==> src/rtl/systolic_pkg.sv <==
// Shared constants and controller state encoding for the 2x2 systolic array sequencer.
package systolic_pkg;
  localparam int DATA_W = 16;

  typedef enum logic [2:0] {
    IDLE,
    LOAD0,
    LOAD1,
    SWITCH,
    STREAM,
    DRAIN
  } ctrl_state_t;
endpackage

==> src/rtl/systolic_ctrl_result_fifo.sv <==
// Result FIFO holding deskewed {col1, col2} beats; simultaneous push/pop allowed full or empty.
module result_fifo #(
  parameter int DEPTH = 4,
  parameter int WIDTH = 32
)(
  input  logic                     clk,
  input  logic                     rst,
  input  logic                     push,
  input  logic                     pop,
  input  logic [WIDTH-1:0]         wdata,
  output logic [WIDTH-1:0]         rdata,
  output logic [$clog2(DEPTH):0]   count,
  output logic                     empty
);
  localparam int AW = $clog2(DEPTH);

  logic [DEPTH-1:0][WIDTH-1:0] mem;
  logic [AW-1:0] wptr, rptr;
  logic full, do_push, do_pop;

  assign empty   = (count == '0);
  assign full    = (count == (AW+1)'(DEPTH));
  assign do_pop  = pop && !empty;
  // A full FIFO still takes a push when the head leaves in the same cycle.
  assign do_push = push && (!full || do_pop);
  assign rdata   = mem[rptr];

  always_ff @(posedge clk or negedge rst) begin
    if (!rst) begin
      wptr  <= '0;
      rptr  <= '0;
      count <= '0;
    end else begin
      if (do_push) wptr <= wptr + AW'(1);
      if (do_pop)  rptr <= rptr + AW'(1);
      count <= count + (AW+1)'(do_push) - (AW+1)'(do_pop);
    end
  end

  always_ff @(posedge clk) begin
    if (do_push) mem[wptr] <= wdata;
  end

  overflow_chk: assert property (@(posedge clk) disable iff (!rst) !(push && full && !pop));
endmodule

==> src/rtl/systolic_ctrl.sv <==
// Sequencer for the 2x2 systolic array: weight load, switch, skewed row issue,
// south-edge deskew into a credit-protected result FIFO.
module systolic_ctrl #(
  parameter int DATA_W     = systolic_pkg::DATA_W,
  parameter int FIFO_DEPTH = 4,
  parameter int CNT_W      = 16
)(
  input  logic              clk,
  input  logic              rst,
  input  logic              w_valid,
  output logic              w_ready,
  input  logic [DATA_W-1:0] w_00,
  input  logic [DATA_W-1:0] w_01,
  input  logic [DATA_W-1:0] w_10,
  input  logic [DATA_W-1:0] w_11,
  input  logic              x_valid,
  output logic              x_ready,
  input  logic [DATA_W-1:0] x_0,
  input  logic [DATA_W-1:0] x_1,
  input  logic              x_last,
  output logic              y_valid,
  input  logic              y_ready,
  output logic [DATA_W-1:0] y_0,
  output logic [DATA_W-1:0] y_1,
  output logic              y_last,
  output logic              busy,
  output logic              err,
  output logic              sys_accept_w_in,
  output logic              sys_switch_in,
  output logic              sys_start,
  output logic [DATA_W-1:0] sys_weight_in_11,
  output logic [DATA_W-1:0] sys_weight_in_12,
  output logic [DATA_W-1:0] sys_data_in_11,
  output logic [DATA_W-1:0] sys_data_in_21,
  input  logic [DATA_W-1:0] sys_data_out_21,
  input  logic [DATA_W-1:0] sys_data_out_22,
  input  logic              sys_valid_out_21,
  input  logic              sys_valid_out_22
);
  import systolic_pkg::*;

  localparam int AW = $clog2(FIFO_DEPTH);

  ctrl_state_t state, state_n;

  logic [DATA_W-1:0]   top0, top1, hold, skew;
  logic [AW:0]         in_flight, fifo_count;
  logic [AW+1:0]       credit_used;
  logic [CNT_W-1:0]    issue_cnt, out_cnt, n_rows;
  logic [2*DATA_W-1:0] fifo_rdata;
  logic                last_seen, hold_v, err_r, fifo_empty;
  logic                w_hs, x_hs, push, pop, last_beat;

  assign credit_used = {1'b0, in_flight} + {1'b0, fifo_count};
  assign w_ready     = rst && (state == IDLE);
  assign x_ready     = (state == STREAM) && (credit_used < (AW+2)'(FIFO_DEPTH));
  assign w_hs        = w_valid && w_ready;
  assign x_hs        = x_valid && x_ready;
  assign busy        = (state != IDLE);
  assign err         = err_r;

  assign y_valid   = !fifo_empty;
  assign y_0       = y_valid ? fifo_rdata[2*DATA_W-1:DATA_W] : '0;
  assign y_1       = y_valid ? fifo_rdata[DATA_W-1:0] : '0;
  assign y_last    = y_valid && last_seen && (out_cnt == n_rows - CNT_W'(1));
  assign pop       = y_valid && y_ready;
  assign last_beat = pop && y_last;
  assign push      = sys_valid_out_22 && hold_v;

  always_comb begin
    state_n = state;
    case (state)
      IDLE:    if (w_hs) state_n = LOAD0;
      LOAD0:   state_n = LOAD1;
      LOAD1:   state_n = SWITCH;
      SWITCH:  state_n = STREAM;
      STREAM:  if (x_hs && x_last) state_n = DRAIN;
      DRAIN:   if (last_beat) state_n = IDLE;
      default: state_n = IDLE;
    endcase
  end

  always_ff @(posedge clk or negedge rst) begin
    if (!rst) state <= IDLE;
    else      state <= state_n;
  end

  // Bottom row goes out straight from the ports on the handshake edge, so only
  // the top row needs holding until LOAD1.
  always_ff @(posedge clk or negedge rst) begin
    if (!rst) begin
      top0 <= '0;
      top1 <= '0;
    end else if (w_hs) begin
      top0 <= w_00;
      top1 <= w_01;
    end
  end

  // Array-facing controls are registered from the next state so they line up with it.
  always_ff @(posedge clk or negedge rst) begin
    if (!rst) begin
      sys_accept_w_in  <= 1'b0;
      sys_switch_in    <= 1'b0;
      sys_weight_in_11 <= '0;
      sys_weight_in_12 <= '0;
      sys_start        <= 1'b0;
      sys_data_in_11   <= '0;
      sys_data_in_21   <= '0;
      skew             <= '0;
    end else begin
      sys_accept_w_in  <= (state_n == LOAD0) || (state_n == LOAD1);
      sys_switch_in    <= (state_n == SWITCH);
      sys_weight_in_11 <= (state_n == LOAD0) ? w_10 : (state_n == LOAD1) ? top0 : '0;
      sys_weight_in_12 <= (state_n == LOAD0) ? w_11 : (state_n == LOAD1) ? top1 : '0;
      sys_start        <= x_hs;
      sys_data_in_11   <= x_hs ? x_0 : '0;
      skew             <= x_hs ? x_1 : '0;
      sys_data_in_21   <= skew;
    end
  end

  // Column 1 lands one cycle ahead of column 2; hold it until its partner arrives.
  always_ff @(posedge clk or negedge rst) begin
    if (!rst) begin
      hold      <= '0;
      hold_v    <= 1'b0;
      err_r     <= 1'b0;
      in_flight <= '0;
    end else begin
      if (sys_valid_out_21) hold <= sys_data_out_21;
      hold_v    <= sys_valid_out_21 || (hold_v && !sys_valid_out_22);
      if (sys_valid_out_22 && !hold_v) err_r <= 1'b1;
      in_flight <= in_flight + (AW+1)'(x_hs) - (AW+1)'(push);
    end
  end

  always_ff @(posedge clk or negedge rst) begin
    if (!rst) begin
      issue_cnt <= '0;
      out_cnt   <= '0;
      n_rows    <= '0;
      last_seen <= 1'b0;
    end else if (last_beat) begin
      issue_cnt <= '0;
      out_cnt   <= '0;
      last_seen <= 1'b0;
    end else begin
      if (pop) out_cnt <= out_cnt + CNT_W'(1);
      if (x_hs) begin
        issue_cnt <= issue_cnt + CNT_W'(1);
        if (x_last) begin
          last_seen <= 1'b1;
          n_rows    <= issue_cnt + CNT_W'(1);
        end
      end
    end
  end

  result_fifo #(
    .DEPTH (FIFO_DEPTH),
    .WIDTH (2*DATA_W)
  ) u_fifo (
    .clk   (clk),
    .rst   (rst),
    .push  (push),
    .pop   (pop),
    .wdata ({hold, sys_data_out_22}),
    .rdata (fifo_rdata),
    .count (fifo_count),
    .empty (fifo_empty)
  );
endmodule
==> config.mk <==
export PLATFORM = sky130hd
export DESIGN_NAME = systolic_ctrl
export DESIGN_NICKNAME = d
export VERILOG_FILES = /design/src/rtl/systolic_pkg.sv /design/src/rtl/systolic_ctrl_result_fifo.sv /design/src/rtl/systolic_ctrl.sv
export SDC_FILE = /design/constraint.sdc
export NUM_CORES = 1
export LEC_CHECK = 0
export BUFFER_PORTS_ARGS = -buffer_cell sky130_fd_sc_hd__buf_2
export CORE_UTILIZATION = 32
export CTS_CLUSTER_SIZE = 16
export DETAILED_ROUTE_END_ITERATION = 16
export GPL_ROUTABILITY_DRIVEN = 0
export GPL_TIMING_DRIVEN = 0
export PLACE_DENSITY_LB_ADDON = 0.1
export SETUP_SLACK_MARGIN = 0.2
export SLEW_MARGIN = 20
export SYNTH_ARGS = -nofsm -noshare
export SYNTH_HDL_FRONTEND = slang
export SYNTH_HIERARCHICAL = 1
export SYNTH_SLANG_ARGS = --single-unit
==> constraint.sdc <==
create_clock -name clk -period 4 [get_ports clk]
set_input_delay 0.8 -clock clk [delete_from_list [all_inputs] [get_ports clk]]
set_output_delay 0.8 -clock clk [all_outputs]
set_load 0.02 [all_outputs]
Word level (Yosys, flattened, before mapping). Cells that the tools add are included.

Add/subtract/negate cells: 10. $lt $le $gt $ge: 4. Equality and inequality tests: 10. Mux-type cells: 24. Bitwise logic cells: 1. Reduce and logical (&&, ||, !) cells: 30.

Operator list (count): $mux W16 (12); $bwmux W128 (1); $bmux W32 S2 (1); $demux W32 S2 (1); $mux W32 (2); $add A16 B1 Y16 const B (2); $pmux W3 S6 (1); $eq A16 B16 Y1 (1); $sub A16 B1 Y16 const B (1); $logic_and A1 B1 Y1 (15); $eq A3 B2 Y1 const B (4); $eq A3 B3 Y1 const B (3); $mux W3 (3); $add A3 B1 Y3 (2); $eq A3 B1 Y1 const B (2); $logic_not A3 Y1 (2); $lt A2 B3 Y1 const B (2); $reduce_bool A2 Y1 (3); $sub A3 B1 Y3 (2); $add A2 B1 Y2 const B (2); $add A3 B3 Y4 (1); $logic_not A1 Y1 (4); $lt A4 B3 Y1 const B (1); $logic_or A1 B1 Y1 (3); other kinds (6) (8).

Flip-flop bits (word level): 323. Bits of input ports: 136.

Depth between registers and ports, before layout. Gate-level depths: netlist of the first run.

Depth in word-level cells: 10. Mapped depth: 13.

Hierarchy. The synthesis of the first run kept the hierarchy.

By module, submodules not included: systolic_ctrl (times used 1, cells an instance 716, area an instance 8016.4 µm², seq. area each 4704.5 µm²); result_fifo (times used 1, cells an instance 203, area an instance 5034.8 µm², seq. area each 4018.9 µm²).

Worst setup path after synthesis of the first run. OpenSTA, ideal clock, no wires.

Path type: register to output. From: register n_rows[0]. To: output y_last. Arrival time: 2.982 ns. Data required time: 3.200 ns. Slack: 0.218 ns. Cell stages (with the launch flop): 9. Buffers on the path: 1. Cell sequence: dfrtp_1 inv_1 ha_1 or4b_1 clkbuf_1 or4_1 a21oi_1 nor3_1 nor4_1.

Cells in the longest elaborated chain, start to end: 3.

RTL lines: start: declaration (line systolic_ctrl.sv:49) `logic [CNT_W-1:0] issue_cnt, out_cnt, n_rows;`; start signal: assignment (line systolic_ctrl.sv:154) `n_rows <= issue_cnt + CNT_W'(1);`; $sub A16 B1 Y16 (line systolic_ctrl.sv:65) `assign y_last = y_valid && last_seen && (out_cnt == n_rows - CNT_W'(1));`; $eq A16 B16 Y1 (line systolic_ctrl.sv:65); $logic_and A1 B1 Y1 (line systolic_ctrl.sv:65); end: declaration (line systolic_ctrl.sv:25) `output logic y_last,`.

Every way passes these cells.

Final worst setup path of the first run. Ends and elaborated chain as after synthesis.

==> results of run 1 <==
-- per-layer routing --
metal	GRT usage, %	up-vias
met2	23.3	209
met4	4.00	6
met5	0	-
met1	20.6	4015
met3	5.95	50
li1	-	3869
-- state kept, by name, summed over array words and instances (netlist names), 16 cells and up --
register / count
sys_data_in_11: 16
u_fifo/mem: 128
issue_cnt: 16
top0: 16
n_rows: 16
skew: 16
sys_data_in_21: 16
sys_weight_in_11: 16
top1: 16
hold: 16
out_cnt: 16
sys_weight_in_12: 16
-- critical path, delay by kind of cell, from the launching register on --
kind / cells / cell delay, ps
flops: 1 / 380
fa+ha+maj: 1 / 150
buf+inv: 3 / 440
simple gates: 4 / 1270
compound gates: 1 / 170
-- final cells by class --
| type | instances | area share, % |
|---|---|---|
| multi-input cells | 528 | 25.3 |
| flip-flops and latches | 323 | 53.1 |
| inverters | 23 | 0.525 |
| clock inverters | 14 | 0.860 |
| clock buffers | 51 | 6.33 |
| repair buffers | 259 | 8.51 |
| plain buffers | 45 | 1.36 |
| diodes | 2 | 0.0305 |
| well taps | 525 | 4.00 |
-- cells in the final DEF (no fill, tap or decap), drive strengths merged, types with 3 or more instances in the layout --
cell / instances
ha: 13
nand3b: 3
and2: 8
a211oi: 3
mux2i: 3
clkbuf: 78
nor2: 44
xor2: 31
nor3: 7
and3: 43
nand3: 13
dfrtp: 195
edfxtp: 128
a22o: 32
clkinv: 11
inv: 24
or4: 3
xnor2: 33
o21ai: 5
mux2: 30
nand2b: 5
a21o: 4
buf: 277
mux4: 32
nor2b: 36
nand4: 8
nor4: 10
a21oi: 6
nand2: 125
-- report_power, final --
group          switching (mW)  internal [mW]
registers               0.163           3.77
clock network            1.35           1.95
logic                    1.17          0.887
total                    2.68           6.61
-- through the flow --
step	setup TNS [ps]	utilization [%]
floorplan	0	-
detailed placement	-162	37.4
finish	0	41.1
global route	0	41.1
CTS	0	40.7
global placement	-439050	37.3
-- synthesized netlist by cell type (3+ instances only) --
cell type and n:
buf_4 3, nand2b_1 5, buf_2 6, nand3_1 13
nor2b_1 36, nand2_1 125, a22o_1 32, a211oi_1 3
clkbuf_1 29, nor4_1 8, a21oi_1 5, or4_1 3
nor3_1 7, nand3b_1 3, mux4_2 32, and2_1 4
edfxtp_1 128, nor2_1 44, mux2i_1 3, ha_1 13
buf_1 4, and3_1 43, dfrtp_1 195, nand4_1 8
o21ai_0 5, and2_2 4, mux2_4 8, a21o_1 4
xnor2_1 33, inv_1 21, mux2_2 22, xor2_1 31
-- cells by family after synthesis --
| logic type | Yosys count | share of synthesized area, % |
|---|---|---|
| fa+ha+maj | 15 | 1.55 |
| compound gates | 69 | 4.37 |
| flops | 323 | 66.8 |
| xor+xnor | 64 | 4.29 |
| mux | 65 | 8.57 |
| simple gates | 315 | 12.1 |
| buf+inv | 68 | 2.22 |
-- what timing repair did --
action,4_1_cts,5_1_grt
cloned,0,0
endpoints found under the setup margin,2,9
pin swaps,6,11
resized for setup,17,22
buffers inserted,4,13
-- how the worst max path moves through the flow --
| stage | from | end | slack, ps | cells past startpoint |
|---|---|---|---|---|
| global route | n_rows[0] | y_last | 90 | 9 |
| floorplan | n_rows[0] | y_last | 220 | 8 |
| CTS | n_rows[10] | y_last | 140 | 7 |
| finish | n_rows[0] | y_last | 210 | 9 |
| detailed placement | n_rows[0] | y_last | -160 | 9 |
| global placement | rst | sys_weight_in_12[6] | -2250 | 5 |
==> impl_metrics.json, run 1 <==
{
  "outcome": "complete, no violations",
  "grt_overflow": 0,
  "synthesis.area_per_instance_um2": 14.2,
  "wirelength_met1_um": 14100,
  "r2r_setup_slack_ps": 520,
  "grt_setup_unrepaired": "yes",
  "layout_worst_path_cycle_share_pct": 94.7,
  "firstDrtPassIters": 4,
  "die_wd_um": 204,
  "regToRegEndpoint": "n_rows[12]",
  "placementRows": 73,
  "postLayoutCellArea_um2": 16400,
  "placement.setup.worst_slack_ps": -162,
  "detail_route.vias_per_cell": 4.60,
  "timing.final.crit_period_ps": 3790,
  "numClockSinks": 323,
  "detailedRoute.firstIterationViolations": 258,
  "route.vias.total": 8149,
  "stdcell_count": 1770,
  "synth_top_area_share_pct": 37.4,
  "multi_input_comb_area_um2": 4160,
  "routed_wirelength_um": 31200,
  "met2_wirelength_um": 13900,
  "wire_per_inst_um": 17.6,
  "worstHoldPathType": "in -> async",
  "post_place_instance_area_um2": 15000,
  "initial_antenna_violation_count": 4,
  "ant_nets": 0,
  "share_of_final_layout_standard_cells_stronger_than_drive_strength_1_pct": 34.0,
  "critPathRequiredTime_ps": 3200,
  "peakVddDrop_v": 0.000277,
  "worst_clock_skew_ps": 24.0,
  "grt_pass1_vias": 8572,
  "dieArea_um2": 41600,
  "worst_pin_slew_ps": 1020,
  "area_growth_syn_to_layout_pct": 25.9,
  "critPathArrivalTime_ps": 2990,
  "cts-buffers-inserted": 37,
  "setup_viol_count_final": 0,
  "synth_nets": 1070,
  "max_cap_viol_count": 0,
  "yosysWarningCount": 6,
  "regToRegStartpoint": "u_fifo/count[2]",
  "reg2regPathDepth": 10,
  "cts.root.buffer_cell": "clkbuf_16",
  "clkTransAtPathRegs_ps": 60,
  "yosys_register_bits": 323,
  "nets": 1368,
  "netlist-cell-type-count": 63,
  "clk-insertion-delay-late_ps": 550,
  "die_height_um": 204,
  "timing.fmax_mhz": 264,
  "timing.final.ws_setup_ps": 214,
  "core_region_area_um2": 40000,
  "initial_core_util_pct": 32.6,
  "max_slew_margin_pct": 32.0,
  "setup.worst_path.start_class": "register",
  "cp-end-kind": "primary output",
  "cp_max_fo": 6,
  "global_route_wire_length_before_repair_um": 49300,
  "critical_path.max_stage_delay_ps": 470,
  "cts_hold_buf": 0,
  "dominantRegCellSynth": "dfrtp_1",
  "async_reset_ff_share_pct": 60.4,
  "timing.hold.ws_ps": 187,
  "routed.top_layer": "met5",
  "timing_hold_violations_final": 0,
  "drcViolationCount": 0,
  "yosys-top-cells-area": "dfrtp_1, edfxtp_1, mux4_2",
  "seq_area_um2": 8720,
  "yosys.area.top_type": "dfrtp_1",
  "pin_count_of_the_biggest_net_entering_global_routing": 73,
  "synth_seq_area_share_pct": 66.8,
  "netlist_instances": 919,
  "met3WireLength_um": 2600,
  "critPathSlowestCell": "or4b_4",
  "boundaryPins": 241,
  "final-max-slew-violation-count": 0,
  "mapped_cell_area_um2": 13100,
  "total_power_mw": 9.29,
  "cts_buffer_depth": 3,
  "tritoncts": "yes",
  "kind_of_critical_path": "reg -> out",
  "detailedPlacementHpwl_um": 20900,
  "cell_count_post_placement": 1686,
  "worstPathCellList": "inv_2 > ha_4 > or4b_4 > buf_8 > or4_4 > a21oi_4 > nor3_4 > nor4_4 > buf_4",
  "clock_tree.htree_level_count": 2,
  "placement.io_buffers": 239,
  "grt.total_usage_pct": 15.4,
  "power_density_nw_per_um2": 565,
  "fillers": 3850,
  "leakage_nw": 7.53,
  "synth_edf_count": 128
}
(Power assumes the default switching activity.)
==> run 2, diff against run 1 <==
--- a/config.mk
+++ b/config.mk
@@ -10,9 +10,11 @@
 export CTS_CLUSTER_SIZE = 16
 export DETAILED_ROUTE_END_ITERATION = 16
 export GPL_ROUTABILITY_DRIVEN = 0
-export GPL_TIMING_DRIVEN = 0
+export GPL_TIMING_DRIVEN = 1
 export PLACE_DENSITY_LB_ADDON = 0.1
+export RECOVER_POWER = 100
 export SETUP_SLACK_MARGIN = 0.2
+export SKIP_LAST_GASP = 1
 export SLEW_MARGIN = 20
 export SYNTH_ARGS = -nofsm -noshare
 export SYNTH_HDL_FRONTEND = slang
==> run 2 against run 1 <==
The run now ends with capacitance limit, slew limit left. Total power rose by 0.92%. First-iteration DRC count rose by 72%. Flip-flop and latch count did not move. Sequential share of layout area rose by 0.97 points. Routed wire length rose by 0.28%. Sequential power rose by 1%. Hold slack got worse by 26 ps. Global-route usage fell by 0.14 points. Combinational power fell by 6%. Die area did not move. Critical path type unchanged.
==> impl_metrics.json, run 2 (synthesis results as in run 1) <==
{
  "clk-insertion-delay-late_ps": 550,
  "ant_nets": 0,
  "initial_core_util_pct": 32.6,
  "routed.top_layer": "met5",
  "timing.final.ws_setup_ps": 327,
  "timing.fmax_mhz": 272,
  "met3WireLength_um": 2730,
  "setup.worst_path.start_class": "register",
  "critPathRequiredTime_ps": 3200,
  "grt_overflow": 0,
  "nets": 1342,
  "cts_hold_buf": 0,
  "max_slew_margin_pct": -47.6,
  "power_density_nw_per_um2": 581,
  "detail_route.vias_per_cell": 4.62,
  "area_growth_syn_to_layout_pct": 23.7,
  "share_of_final_layout_standard_cells_stronger_than_drive_strength_1_pct": 24.2,
  "cts.root.buffer_cell": "clkbuf_16",
  "most-common-layout-cells": "dfrtp_1, clkbuf_1, edfxtp_1",
  "outcome": "complete, but fails checks",
  "stdcell_count": 1747,
  "fillers": 3921,
  "global_route_wire_length_before_repair_um": 48200,
  "grt.total_usage_pct": 15.2,
  "die_wd_um": 204,
  "max_cap_viol_count": 2,
  "firstDrtPassIters": 4,
  "numClockSinks": 323,
  "cp-end-kind": "primary output",
  "wire_per_inst_um": 17.9,
  "cell_count_post_placement": 1663,
  "tritoncts": "yes",
  "final-max-slew-violation-count": 203,
  "largest_reg_flops": 128,
  "worstHoldPathType": "in -> async",
  "final_core_util_pct": 40.4,
  "core_region_area_um2": 40000,
  "timing.final.crit_period_ps": 3670,
  "layout_commonest_cell": "dfrtp_1",
  "die_height_um": 204,
  "met2_wirelength_um": 14200,
  "drcViolationCount": 0,
  "routed_wirelength_um": 31300,
  "dieArea_um2": 41600,
  "post_route_setup_tns_ps": 0,
  "cts-buffers-inserted": 38,
  "critPathArrivalTime_ps": 2870,
  "peakVddDrop_v": 0.000304,
  "setup_viol_count_final": 0,
  "timing_hold_violations_final": 0,
  "pin_count_of_the_biggest_net_entering_global_routing": 161,
  "worst_clock_skew_ps": 18.5,
  "grt_setup_unrepaired": "yes",
  "placement.setup.worst_slack_ps": 285,
  "cp_max_fo": 5,
  "regMostFlops": "u_fifo/mem",
  "clock_tree.htree_level_count": 2,
  "layout_worst_path_cycle_share_pct": 91.8,
  "route.vias.total": 8079,
  "placement.io_buffers": 240,
  "grt_pass1_vias": 8442,
  "placementRows": 73,
  "post_place_instance_area_um2": 14900,
  "detailedRoute.firstIterationViolations": 444,
  "leakage_nw": 7.06,
  "detailedPlacementHpwl_um": 20500,
  "kind_of_critical_path": "reg -> out",
  "clkTransAtPathRegs_ps": 60,
  "violations": "capacitance limit, slew limit",
  "worst_pin_slew_ps": 2210,
  "postLayoutCellArea_um2": 16100,
  "boundaryPins": 241,
  "initial_antenna_violation_count": 5,
  "cts_buffer_depth": 3,
  "wirelength_met1_um": 13800
}
-- run 2: changes by cell type in the layout (fill, tap and decap cells not counted), sizes merged --
cell | previous run | this run
buf | 277 | 144
bufinv | 2 | 3
clkbuf | 78 | 186
clkinv | 11 | 10
clkinvlp | 0 | 1
inv | 24 | 25
-- run 2: worst max-delay path, cell delays in order (launching register included) --
cell,delay (ps)
dfrtp_1,450
or4_4,610
or4_4,550
a21oi_4,160
nor3_2,70
nor4_4,280
buf_4,210
-- run 2: report_power, final --
group          internal [mW]  switching, mW
registers               3.77          0.223
clock network           2.09           1.38
logic                  0.816           1.11
-- run 2: per-stage QoR --
stage	total power [mW]	hold slack (ps)
floorplan	5.36	331
global placement	6.12	331
detailed placement	6.13	336
CTS	9.66	150
global route	9.85	156
finish	9.38	161
-- run 2: final cells by class --
| class | count | area, µm² | share of cell area, % |
|---|---|---|---|
| antenna | 2 | 5.00 | 0.0310 |
| sequential | 323 | 8730 | 54.1 |
| multi-input combinational | 528 | 4090 | 25.3 |
| clock buffer | 53 | 1080 | 6.68 |
| timing repair buffer | 277 | 1330 | 8.21 |
| inverter | 23 | 86.3 | 0.535 |
| clock inverter | 16 | 175 | 1.08 |
| tap | 525 | 657 | 4.07 |
-- run 2: repair_timing --
action                     CTS  global route
pin swaps                    4             9
buffers inserted             4             9
setup endpoints to repair    1             1
gates resized for setup     16            16
-- run 2: path summary, 6_finish.rpt --
| check | from | slack, ps | depth (start not counted) | to |
|---|---|---|---|---|
| max in group asynchronous | rst | 1150 | 2 | n_rows[11] |
| min in group clk | skew[11] | 340 | 0 | sys_data_in_21[11] |
| setup / recovery | n_rows[8] | 330 | 6 | y_last |
| hold / removal | rst | 160 | 1 | out_cnt[5] |
| setup reg to reg | n_rows[8] | 380 | 9 | issue_cnt[6] |
| hold reg to reg | skew[11] | 340 | 0 | sys_data_in_21[11] |
-- run 2: per-layer routing --
| layer | global-route usage (%) | up-vias |
|---|---|---|
| met2 | 23.3 | 226 |
| li1 | - | 3830 |
| met3 | 6.25 | 44 |
| met4 | 4.37 | 8 |
| met1 | 19.8 | 3971 |
| met5 | 0 | - |
